**src/rtl/id_ex_stage_reg.sv**
```systemverilog
// ID/EX pipeline register: captures decoded operands and control with freeze, flush and valid gating.
// Optional saturating bubble/stall counters are built when ID_EX_PERF_EN is defined.
module id_ex_stage_reg #(
   parameter int unsigned DATA_W = 32,
   parameter int unsigned CNT_W  = 16
) (
   input  logic              clk,
   input  logic              rst,
   input  logic              freeze,
   input  logic              flush,
   input  logic              id_valid,
   input  logic [DATA_W-1:0] id_pc,
   input  logic [DATA_W-1:0] id_val_rn,
   input  logic [DATA_W-1:0] id_val_rm,
   input  logic              id_imm,
   input  logic [11:0]       id_shift_operand,
   input  logic [23:0]       id_signed_imm_24,
   input  logic [3:0]        id_dest,
   input  logic [3:0]        id_src1,
   input  logic [3:0]        id_src2,
   input  logic [3:0]        id_exe_cmd,
   input  logic              id_wb_en,
   input  logic              id_mem_r_en,
   input  logic              id_mem_w_en,
   input  logic              id_b,
   input  logic              id_s,
   input  logic [3:0]        id_status,
   output logic              ex_valid,
   output logic [DATA_W-1:0] ex_pc,
   output logic [DATA_W-1:0] ex_val_rn,
   output logic [DATA_W-1:0] ex_val_rm,
   output logic              ex_imm,
   output logic [11:0]       ex_shift_operand,
   output logic [23:0]       ex_signed_imm_24,
   output logic [3:0]        ex_dest,
   output logic [3:0]        ex_src1,
   output logic [3:0]        ex_src2,
   output logic [3:0]        ex_exe_cmd,
   output logic              ex_wb_en,
   output logic              ex_mem_r_en,
   output logic              ex_mem_w_en,
   output logic              ex_b,
   output logic              ex_s,
   output logic [3:0]        ex_status,
   output logic              ex_mem_access,
   output logic [CNT_W-1:0]  bubble_count,
   output logic [CNT_W-1:0]  stall_count
);

   always_ff @(posedge clk) begin
      if (rst || flush) begin
         // Reset and flush both produce an all-zero bubble.
         ex_valid         <= 1'b0;
         ex_pc            <= '0;
         ex_val_rn        <= '0;
         ex_val_rm        <= '0;
         ex_imm           <= 1'b0;
         ex_shift_operand <= '0;
         ex_signed_imm_24 <= '0;
         ex_dest          <= '0;
         ex_src1          <= '0;
         ex_src2          <= '0;
         ex_exe_cmd       <= '0;
         ex_wb_en         <= 1'b0;
         ex_mem_r_en      <= 1'b0;
         ex_mem_w_en      <= 1'b0;
         ex_b             <= 1'b0;
         ex_s             <= 1'b0;
         ex_status        <= '0;
         ex_mem_access    <= 1'b0;
      end else if (!freeze) begin
         ex_valid         <= id_valid;
         ex_pc            <= id_pc;
         ex_val_rn        <= id_val_rn;
         ex_val_rm        <= id_val_rm;
         ex_imm           <= id_imm;
         ex_shift_operand <= id_shift_operand;
         ex_signed_imm_24 <= id_signed_imm_24;
         ex_dest          <= id_dest;
         ex_src1          <= id_src1;
         ex_src2          <= id_src2;
         ex_exe_cmd       <= id_exe_cmd;
         // Control is gated by valid so a non-instruction can never write state.
         ex_wb_en         <= id_valid & id_wb_en;
         ex_mem_r_en      <= id_valid & id_mem_r_en;
         ex_mem_w_en      <= id_valid & id_mem_w_en;
         ex_b             <= id_valid & id_b;
         ex_s             <= id_valid & id_s;
         ex_status        <= id_status;
         ex_mem_access    <= id_valid & (id_mem_r_en | id_mem_w_en);
      end
   end

`ifdef ID_EX_PERF_EN
   logic [CNT_W-1:0] bubble_q;
   logic [CNT_W-1:0] stall_q;

   always_ff @(posedge clk) begin
      if (rst) begin
         bubble_q <= '0;
         stall_q  <= '0;
      end else begin
         if ((flush || (!freeze && !id_valid)) && (bubble_q != {CNT_W{1'b1}})) begin
            bubble_q <= bubble_q + CNT_W'(1);
         end
         if (freeze && !flush && (stall_q != {CNT_W{1'b1}})) begin
            stall_q <= stall_q + CNT_W'(1);
         end
      end
   end

   assign bubble_count = bubble_q;
   assign stall_count  = stall_q;
`else
   assign bubble_count = '0;
   assign stall_count  = '0;
`endif

endmodule

```
**config.mk**
```make
export PLATFORM = sky130hd
export DESIGN_NAME = id_ex_stage_reg
export DESIGN_NICKNAME = d
export VERILOG_FILES = /design/src/rtl/id_ex_stage_reg.sv
export SDC_FILE = /design/constraint.sdc
export NUM_CORES = 1
export LEC_CHECK = 0
export BUFFER_PORTS_ARGS = -buffer_cell sky130_fd_sc_hd__buf_2
export CORE_ASPECT_RATIO = 0.5
export CORE_MARGIN = 2
export CORE_UTILIZATION = 35
export CTS_CLUSTER_DIAMETER = 100
export DETAILED_ROUTE_END_ITERATION = 12
export PLACE_DENSITY = 0.75
export SYNTH_ARGS = -nofsm -noshare
export SYNTH_HDL_FRONTEND = slang
export SYNTH_SLANG_ARGS = --single-unit
```
**constraint.sdc**
```tcl
create_clock -name clk -period 1.3 [get_ports clk]
set_input_delay 0.195 -clock clk [delete_from_list [all_inputs] [get_ports clk]]
set_output_delay 0.195 -clock clk [all_outputs]
set_load 0.05 [all_outputs]
```
=== Word level (Yosys, flattened, before mapping) ===
Cells that the tools add are included.

* Output and inout port bits: 192
* Input port bits: 163
* Logic and storage cells: 26
* Flip-flop bits (word level): 160

* Reductions and logical operators: 1
* Bitwise operators: 7

{| class="wikitable"
|+ Operators by type and width
! kind !! number
|-
| $and 1x1->1 || 6
|-
| $logic_or 1x1->1 || 1
|-
| $or 1x1->1 || 1
|}

=== Logic depth before layout (Yosys ltp) ===
Gate-level depths: netlist (run 1).

* Depth after elaboration: 2
* Gate-level depth with buffers: 5
* Depth with buffers taken out: 3

=== Worst setup path after synthesis (run 1) ===
No wires, ideal clock.

* Kind: input to register
* Start: input port freeze
* End: register ex_signed_imm_24[16]
* Path slack: 299 ps
* Stages: 5
* Arrival: 874 ps
* Path through: buf_2 buf_6 buf_6 mux2i_1 nor2_1

{| class="wikitable"
|+ RTL lines
! what !! line !! text
|-
| start, declared || 9 || <nowiki>input logic freeze,</nowiki>
|-
| end signal, assigned || 78 || <nowiki>ex_signed_imm_24 <= id_signed_imm_24;</nowiki>
|-
| end, declared || 34 || <nowiki>output logic [23:0] ex_signed_imm_24,</nowiki>
|}

=== Worst setup path after layout (run 1) ===
* Start: register ex_shift_operand[3]
* End: output port ex_shift_operand[3]

{| class="wikitable"
|+ RTL lines
! what !! line !! text
|-
| start, declared || 33 || <nowiki>output logic [11:0] ex_shift_operand,</nowiki>
|-
| start signal, assigned || 77 || <nowiki>ex_shift_operand <= id_shift_operand;</nowiki>
|}

No word-level cell between the ends.

==> impl_metrics.py, run 1 <==
metrics = {
    "yosys": {
        "yosys.area_share.xor_xnor_pct": 0,
        "yosys.area_share.simple_pct": 10.3,
        "synthAdderAreaFrac_pct": 0,
        "synth_area_sq_mm": 0.00596,
        "synth.avg_cell_area_sq_um": 10.8,
        "synth_cells": 552,
        "ys_seq_elements": 160,
        "synth_top_family_by_area": "multiplexers",
        "ys_seq_area_share_pct": 53.8,
        "synth-compound-area-share_pct": 0.882,
        "synth.distinct_cells": 14,
        "synth-warning-count": 0,
        "muxShareOfSynthArea_pct": 25.7,
    },
    "setup_path": {
        "crit_slowest_cell": "dfxtp_1",
        "arrival_ns": 1.05,
        "worst-path-buf-inv": 1,
        "regToRegStartpoint": "ex_s",
        "crit_chain": "clkbuf_4",
        "crit_type": "flop to output pin",
        "r2r_slack_ns": 0.62,
        "rr_endpoint": "ex_s",
        "cpPeakStageDelay_ns": 0.39,
        "cp_max_fo": 2,
        "cp_top_family": "flip-flops",
        "crit_path_start_kind": "flop",
        "reg2reg_depth": 2,
        "crit_required_ns": 1.11,
        "endpoint_kind": "output pin",
    },
    "sta": {
        "final_hold_viol_count": 0,
        "final.setup_skew_ns": 0,
        "timing.fmax_ghz": 0.801,
        "setup_slack_ns": 0.0509,
        "tns_ns": 0,
        "finalSetupViolCount": 0,
        "period_share_pct": 96.1,
        "fin_crit_ns": 1.25,
        "rsz0062_at_grt": "no",
        "drv_slew": 0,
    },
    "floorplan": {
        "rows": 33,
        "ios": 355,
        "core_sq_mm": 0.0165,
        "die_w_microns": 188,
        "start_util_pct": 36.1,
        "die_y_microns": 96.2,
        "die-area_sq_mm": 0.0181,
    },
    "hold_path": {
        "hp-start": "id_val_rm[26]",
        "holdPathEnd": "ex_val_rm[26]",
        "worstHoldPathCells": 3,
        "hp-class": "input pin to flop",
    },
    "clocking": {
        "cts_buffers": 17,
        "cts_setup_buffers": 0,
        "clock-sinks": 160,
        "insertion_delay_ns": 0.40,
        "cts_tree": "yes",
        "clkTransAtPathRegs_ns": 0.07,
        "cts_buffer_depth": 2,
        "htreeDepth": 4,
        "root_buffer": "clkbuf_16",
    },
    "global_routing": {
        "grt_pass1_wl_microns": 22500,
        "grt_antenna_before_repair": 2,
        "grt_pass1_vias": 4520,
        "overflow": 0,
        "grt_max_degree": 88,
        "grt.total_usage_pct": 15.7,
    },
    "cells_and_area": {
        "drive_gt1_share_pct": 41.1,
        "areaGrowthSynthToFinish_pct": 38.2,
        "final_util_pct": 49.8,
        "final_net_count": 1034,
    },
    "power_and_ir_drop": {
        "power_leakage_nw": 4.41,
        "p_per_area_mw_per_mm2": 1450,
        "p_total_w": 0.0119,
        "peakVddDrop_v": 0.000831,
    },
    "job": {
        "drv_cap": 0,
    },
    "routing": {
        "met2_length_microns": 8220,
        "drc": 0,
        "top_layer": "met5",
        "wl_met3_microns": 692,
        "wl_per_cell_microns": 13.7,
        "dr.pass1.iters": 4,
        "vias": 4785,
        "wl_met1_microns": 6100,
        "viasPerCell": 4.31,
        "wirelength_microns": 15200,
        "drt_iter0_markers": 187,
        "ant_nets": 0,
    },
    "place": {
        "numPortBuffers": 322,
        "place_congestion": 0.745,
        "pre_cts_slack_ns": 0.0858,
        "dp_hpwl_microns": 11400,
    },
    "run_status": {
        "status": "complete, no violations",
    },
}
==> kinds of logic (layout without fill, tap and decap cells) <==
logic type / count (synthesis) / after routing
AND/OR/NAND/NOR: 162 / 162
flip-flops: 160 / 160
multiplexers: 153 / 153
buffers and inverters: 68 / 368
AO/OA/AOI/OAI: 8 / 8
other: 1 / 33
==> cell type report <==
class | count | area [sq um]
Clock inverter | 13 | 150
Multi-Input combinational cell | 355 | 2320
Antenna cell | 1 | 2.50
Tap cell | 227 | 284
Clock buffer | 18 | 439
Fill cell | 1531 | 8290
Timing Repair Buffer | 337 | 1830
Sequential cell | 160 | 3200
==> synthesized netlist by cell type <==
| cell type | number | share of area [%] |
|---|---|---|
| nor2_1 | 159 | 10 |
| conb_1 | 1 | 0.063 |
| and2b_1 | 1 | 0.13 |
| buf_6 | 22 | 4.2 |
| a21oi_1 | 2 | 0.17 |
| or2_1 | 1 | 0.11 |
| buf_2 | 8 | 0.67 |
| o21ai_0 | 1 | 0.084 |
| dfxtp_1 | 160 | 54 |
| clkbuf_1 | 6 | 0.38 |
| mux2i_1 | 153 | 26 |
| a22oi_1 | 5 | 0.63 |
| buf_4 | 32 | 4.0 |
| nand2_1 | 1 | 0.063 |
==> worst max-delay path by stage <==
stage,cells after the start,start,end
finish,1,ex_shift_operand[3],ex_shift_operand[3]
global route,1,ex_pc[19],ex_pc[19]
CTS,1,ex_shift_operand[3],ex_shift_operand[3]
detailed placement,4,freeze,ex_mem_access
global placement,4,freeze,ex_mem_access
floorplan,5,freeze,ex_signed_imm_24[16]
==> state kept, by name (all words and copies together) (netlist names) <==
signal            cells
ex_val_rm            32
ex_dest               4
ex_imm                1
ex_signed_imm_24     24
ex_status             4
ex_valid              1
ex_val_rn            32
ex_exe_cmd            4
ex_mem_r_en           1
ex_mem_access         1
ex_pc                32
ex_src1               4
ex_shift_operand     12
ex_wb_en              1
ex_s                  1
ex_src2               4
ex_b                  1
ex_mem_w_en           1
==> routing by layer <==
metal	global-route usage, %	vias to the layer above
met5	0	-
met4	4.95	2
met3	4.16	14
met2	29.7	125
met1	17.5	2259
li1	-	2385
==> power breakdown <==
part / switching (W) / internal (W)
clock network: 0.00206 / 0.00291
logic: 0.00122 / 0.000573
registers: 0.0000785 / 0.00506
==> timing repair <==
action | CTS | global route
hold endpoints to repair | 4 | 2
resized for setup | 0 | 2
hold buffers | 4 | 2
endpoints found under the setup margin | 0 | 2
==> per-stage QoR <==
| stage | cells | instance area, sq um | hold slack (ns) |
|---|---|---|---|
| detailed placement | 1073 | 7570 | 0.431 |
| floorplan | 583 | 6070 | 0.339 |
| global route | 1111 | 8230 | 0.000620 |
| global placement | 1073 | 7570 | 0.422 |
| finish | 1111 | 8230 | 0.0171 |
| CTS | 1108 | 8200 | 0.000782 |
==> cell usage in the layout, fill, tap and decap left out <==
cell type / count
or2_4: 1
buf_2: 319
and2b_1: 1
conb_1: 32
nor2_1: 159
clkinv_2: 1
buf_12: 6
buf_4: 3
clkbuf_8: 2
clkbuf_4: 2
dlygate4sd3_1: 6
a22oi_1: 5
bufinv_16: 2
clkinvlp_4: 4
dfxtp_1: 160
clkbuf_16: 17
a21oi_1: 2
clkinv_4: 1
mux2i_1: 153
o21ai_0: 1
inv_8: 1
diode_2: 1
nand2_1: 1
inv_6: 4
==> worst register-to-register path: cells and delay by family (launching register included) <==
family,cells,cell delay [ns]
DFF,1,0.33
and+or+nand+nor,1,0.05
AOI/OAI and AO/OA,1,0.18
Note: power is estimated with default switching activity, not from simulation.
==> inputs of run 2 (changes only) <==
--- a/config.mk
+++ b/config.mk
@@ -5,13 +5,16 @@
 export SDC_FILE = /design/constraint.sdc
 export NUM_CORES = 1
 export LEC_CHECK = 0
+export ABC_CLOCK_PERIOD_IN_PS = 1300
 export BUFFER_PORTS_ARGS = -buffer_cell sky130_fd_sc_hd__buf_2
+export CELL_PAD_IN_SITES_DETAIL_PLACEMENT = 1
+export CELL_PAD_IN_SITES_GLOBAL_PLACEMENT = 1
 export CORE_ASPECT_RATIO = 0.5
 export CORE_MARGIN = 2
-export CORE_UTILIZATION = 35
+export CORE_UTILIZATION = 31
 export CTS_CLUSTER_DIAMETER = 100
 export DETAILED_ROUTE_END_ITERATION = 12
-export PLACE_DENSITY = 0.75
+export PLACE_DENSITY = 0.81
 export SYNTH_ARGS = -nofsm -noshare
 export SYNTH_HDL_FRONTEND = slang
 export SYNTH_SLANG_ARGS = --single-unit
==> impl_metrics.py, run 2 (synthesis gave the netlist of run 1 again) <==
metrics = {
    "sta": {
        "drv_slew": 0,
        "finalSetupViolCount": 0,
        "rsz0062_at_grt": "no",
        "worst_pin_slew_ns": 0.555,
        "tns_ns": 0,
        "slew_headroom_pct": 63.0,
        "fin_crit_ns": 1.26,
        "timing.fmax_ghz": 0.793,
        "final_hold_viol_count": 0,
        "final.setup_skew_ns": 0,
        "period_share_pct": 97.0,
    },
    "power_and_ir_drop": {
        "power_leakage_nw": 4.43,
        "p_per_area_mw_per_mm2": 1480,
        "p_total_w": 0.0122,
        "peakVddDrop_v": 0.000880,
    },
    "global_routing": {
        "grt_pass1_wl_microns": 26400,
        "overflow": 0,
        "grt_pass1_vias": 5140,
        "grt_max_degree": 128,
        "grt_antenna_before_repair": 0,
        "grt.total_usage_pct": 16.7,
    },
    "floorplan": {
        "rows": 35,
        "ios": 355,
        "core_sq_mm": 0.0186,
        "start_util_pct": 32.0,
        "die-area_sq_mm": 0.0204,
        "die_y_microns": 102,
        "die_w_microns": 200,
    },
    "clocking": {
        "cts_buffer_depth": 2,
        "insertion_delay_ns": 0.40,
        "clkTransAtPathRegs_ns": 0.07,
        "clock-sinks": 160,
        "cts_buffers": 17,
        "cts_tree": "yes",
        "htreeDepth": 4,
        "cts_setup_buffers": 0,
        "root_buffer": "clkbuf_16",
    },
    "routing": {
        "ant_nets": 0,
        "vias": 4927,
        "drc": 0,
        "wirelength_microns": 17700,
        "met2_length_microns": 9950,
        "wl_per_cell_microns": 15.5,
        "viasPerCell": 4.31,
        "dr.pass1.iters": 4,
        "wl_met3_microns": 678,
        "top_layer": "met4",
        "wl_met1_microns": 6860,
        "drt_iter0_markers": 90,
    },
    "place": {
        "place_congestion": 0.771,
        "numPortBuffers": 322,
        "dp_cells": 1113,
        "dp_hpwl_microns": 13800,
    },
    "setup_path": {
        "cp_max_fo": 2,
        "cpPeakStageDelay_ns": 0.38,
        "crit_path_start_kind": "flop",
        "arrival_ns": 1.07,
        "worst-path-buf-inv": 1,
        "cp_top_family": "flip-flops",
        "crit_chain": "buf_2",
        "crit_required_ns": 1.11,
        "endpoint_kind": "output pin",
        "crit_slowest_cell": "dfxtp_1",
        "crit_type": "flop to output pin",
    },
    "cells_and_area": {
        "final_cell_mix": "buf_2 (320), dfxtp_1 (160), nor2_1 (159)",
        "reg.largest.list": "ex_pc x32, ex_val_rm x32, ex_val_rn x32",
        "final_net_count": 1037,
        "diodes": 0,
        "drive_gt1_share_pct": 41.8,
        "areaGrowthSynthToFinish_pct": 38.9,
        "mostFrequentLayoutCell": "buf_2",
        "layoutNonFillerInstCount": 1144,
    },
    "run_status": {
        "status": "complete, no violations",
    },
    "job": {
        "drv_cap": 0,
    },
    "hold_path": {
        "hp-class": "input pin to flop",
    },
}
run 2: changes by cell type in the layout (fill, tap and decap cells not counted), moves of 2 or more:
cell	before	now
buf_4	3	14
dlygate4sd3_1	6	1
buf_12	6	4
bufinv_16	2	4
clkbuf_4	2	0
clkinv_4	1	3
clkinvlp_4	4	2
inv_6	4	2
run 2: report_power, final:
group	total [W]	leakage [nW]	internal (W)	switching, W
Sequential	0.00514	1.30	0.00506	0.0000811
Combinational	0.00182	2.83	0.000570	0.00125
Clock	0.00526	0.296	0.00321	0.00205
Total	0.0122	4.43	0.00884	0.00337
run 2: repair_timing:
| action | CTS | global route |
|---|---|---|
| hold buffers | 1 | 0 |
| hold endpoints to repair | 1 | 0 |
| setup endpoints to repair | 1 | 0 |
| gates resized for setup | 1 | 0 |
run 2: final cells by class:
cell class              count  area (sq um)
multi-input cells         355          2320
clock inverters            13           189
well taps                 259           324
fillers                  2213         10300
repair buffers            340          1810
flip-flops and latches    160          3200
clock buffers              17           425
run 2: stage by stage:
step	util (%)	setup slack, ns	hold slack, ns	instance area, sq um
after global placement	41.1	0.161	0.423	7650
after detailed placement	41.1	0.113	0.434	7650
final	44.5	0.0395	0.0209	8270
after floorplan	-	0.299	0.339	6070
after CTS	44.5	0.0235	0.00236	8270
after global routing	44.5	0.0000775	0.00951	8270
run 2: path summary, 6_finish.rpt:
| check | from | endpoint | slack, ns | cells past startpoint |
|---|---|---|---|---|
| hold reg to reg | ex_shift_operand[0] | ex_shift_operand[0] | 0.50 | 2 |
| setup / recovery | ex_exe_cmd[3] | ex_exe_cmd[3] | 0.04 | 1 |
| hold / removal | id_dest[2] | ex_dest[2] | 0.02 | 3 |
| setup reg to reg | ex_b | ex_b | 0.61 | 2 |
run 2: layer usage:
metal,up-vias,GRT usage (%)
li1,2389,-
met1,2417,18.0
met2,105,33.1
met3,16,3.43
met4,0,5.41
met5,-,0
==> inputs of run 3 (changes only) <==
--- a/config.mk
+++ b/config.mk
@@ -7,7 +7,7 @@
 export LEC_CHECK = 0
 export ABC_CLOCK_PERIOD_IN_PS = 1300
 export BUFFER_PORTS_ARGS = -buffer_cell sky130_fd_sc_hd__buf_2
-export CELL_PAD_IN_SITES_DETAIL_PLACEMENT = 1
+export CELL_PAD_IN_SITES_DETAIL_PLACEMENT = 0
 export CELL_PAD_IN_SITES_GLOBAL_PLACEMENT = 1
 export CORE_ASPECT_RATIO = 0.5
 export CORE_MARGIN = 2
==> impl_metrics.py, run 3 (synthesis gave the netlist of run 1 again) <==
metrics = {
    "floorplan": {
        "die-area_sq_mm": 0.0204,
        "die_w_microns": 200,
        "ios": 355,
        "rows": 35,
        "core_sq_mm": 0.0186,
        "die_y_microns": 102,
        "start_util_pct": 32.0,
    },
    "cells_and_area": {
        "final_area_sq_mm": 0.00867,
        "final_net_count": 1080,
        "drive_gt1_share_pct": 39.8,
        "mostFrequentLayoutCell": "buf_2",
        "fillCellCount": 1797,
        "areaGrowthSynthToFinish_pct": 45.6,
        "final_cell_mix": "buf_2 (320), dfxtp_1 (160), nor2_1 (159)",
        "diodes": 0,
        "reg.largest.list": "ex_pc x32, ex_val_rm x32, ex_val_rn x32",
    },
    "setup_path": {
        "arrival_ns": 1.05,
        "crit_type": "flop to output pin",
        "cp_top_family": "flip-flops",
        "cpPeakStageDelay_ns": 0.36,
        "cp_max_fo": 2,
        "crit_start": "ex_pc[6]",
        "endpoint_kind": "output pin",
        "reg2reg_depth": 2,
        "crit_required_ns": 1.11,
        "rr_endpoint": "ex_wb_en",
        "regToRegStartpoint": "ex_wb_en",
        "crit_chain": "buf_2",
        "worst-path-buf-inv": 1,
        "crit_path_start_kind": "flop",
        "crit_slowest_cell": "dfxtp_1",
        "r2r_slack_ns": 0.62,
    },
    "run_status": {
        "status": "complete, no violations",
    },
    "routing": {
        "drc": 0,
        "wirelength_microns": 16400,
        "dr.pass1.iters": 4,
        "wl_per_cell_microns": 13.8,
        "drt_iter0_markers": 176,
        "ant_nets": 0,
        "viasPerCell": 4.25,
        "vias": 5049,
    },
    "sta": {
        "final_hold_viol_count": 0,
        "drv_slew": 0,
        "tns_ns": 0,
        "worst_pin_slew_ns": 0.555,
        "period_share_pct": 96.0,
        "setup_slack_ns": 0.0516,
        "finalSetupViolCount": 0,
        "rsz0062_at_grt": "no",
        "final.setup_skew_ns": 0,
        "fin_crit_ns": 1.25,
        "timing.fmax_ghz": 0.801,
        "slew_headroom_pct": 63.0,
    },
    "power_and_ir_drop": {
        "p_sw_w": 0.00344,
        "p_clk_share_pct": 41.4,
        "power.sequential.fraction_pct": 42.7,
        "internal-power_w": 0.00858,
        "peakVddDrop_v": 0.000833,
        "p_per_area_mw_per_mm2": 1390,
        "p_sw_share_pct": 28.6,
        "power_leakage_nw": 4.59,
        "combinationalPowerShare_pct": 15.9,
    },
    "clocking": {
        "insertion_delay_ns": 0.41,
        "root_buffer": "clkbuf_16",
        "cts_buffers": 17,
        "clock-sinks": 160,
        "cts_buffer_depth": 2,
        "cts_tree": "yes",
        "cts_setup_buffers": 0,
        "clkTransAtPathRegs_ns": 0.07,
        "htreeDepth": 4,
    },
    "place": {
        "dpl_cell_area_sq_mm": 0.00765,
        "dp_hpwl_microns": 12100,
        "place_congestion": 0.771,
        "numPortBuffers": 322,
        "pre_cts_slack_ns": 0.128,
    },
    "job": {
        "drv_cap": 0,
    },
    "hold_path": {
        "holdPathEnd": "ex_val_rm[12]",
        "worstHoldPathCells": 3,
        "hp-class": "input pin to flop",
        "hp-start": "id_val_rm[12]",
    },
    "global_routing": {
        "grt_antenna_before_repair": 0,
        "grt_max_degree": 128,
        "overflow": 0,
        "grt_pass1_vias": 4933,
        "grt.total_usage_pct": 15.4,
        "grt_pass1_wl_microns": 24400,
    },
}
## run 3: power groups by stage
stage | registers, W | clock network, W | logic (W)
floorplan | 0.00580 | 0 | 0.000842
global placement | 0.00524 | 0 | 0.00179
detailed placement | 0.00525 | 0 | 0.00181
CTS | 0.00514 | 0.00514 | 0.00192
global route | 0.00516 | 0.00536 | 0.00202
finish | 0.00514 | 0.00498 | 0.00191
## run 3: area by class of cell
type	count	area (sq um)	area share, %
Tap cell	259	324	3.74
Clock inverter	13	150	1.73
Clock buffer	19	433	4.99
Sequential cell	160	3200	36.9
Timing Repair Buffer	383	2240	25.8
Multi-Input combinational cell	355	2320	26.8
## run 3: repair_timing
action	CTS	global route
resized for setup	1	0
hold buffers	44	0
setup endpoints to repair	1	0
hold endpoints to repair	44	0
## run 3: metal layers
| metal | wire [microns] | track usage (%) | share of wire [%] |
|---|---|---|---|
| met5 | 0 | 0 | 0 |
| met4 | 375 | 6.38 | 2.3 |
| met3 | 652 | 3.63 | 4.0 |
| met2 | 8640 | 28.1 | 53 |
| met1 | 6780 | 17.7 | 41 |
## run 3: through the flow
step,cells,hold slack (ns),power (W),utilization (%)
floorplan,583,0.339,0.00664,-
global placement,1113,0.423,0.00703,41.1
detailed placement,1113,0.432,0.00706,41.1
CTS,1189,0.000142,0.0122,46.6
global route,1189,0.00354,0.0125,46.6
finish,1189,0.0220,0.0120,46.6
## run 3: how the worst max path moves through the flow
stage,cells after the start,slack [ns],to
after floorplan,5,0.30,ex_signed_imm_24[16]
after global placement,4,0.16,ex_signed_imm_24[16]
after detailed placement,4,0.13,ex_val_rm[28]
after CTS,1,0.03,ex_pc[6]
after global routing,1,0.01,ex_pc[6]
final,1,0.05,ex_pc[6]
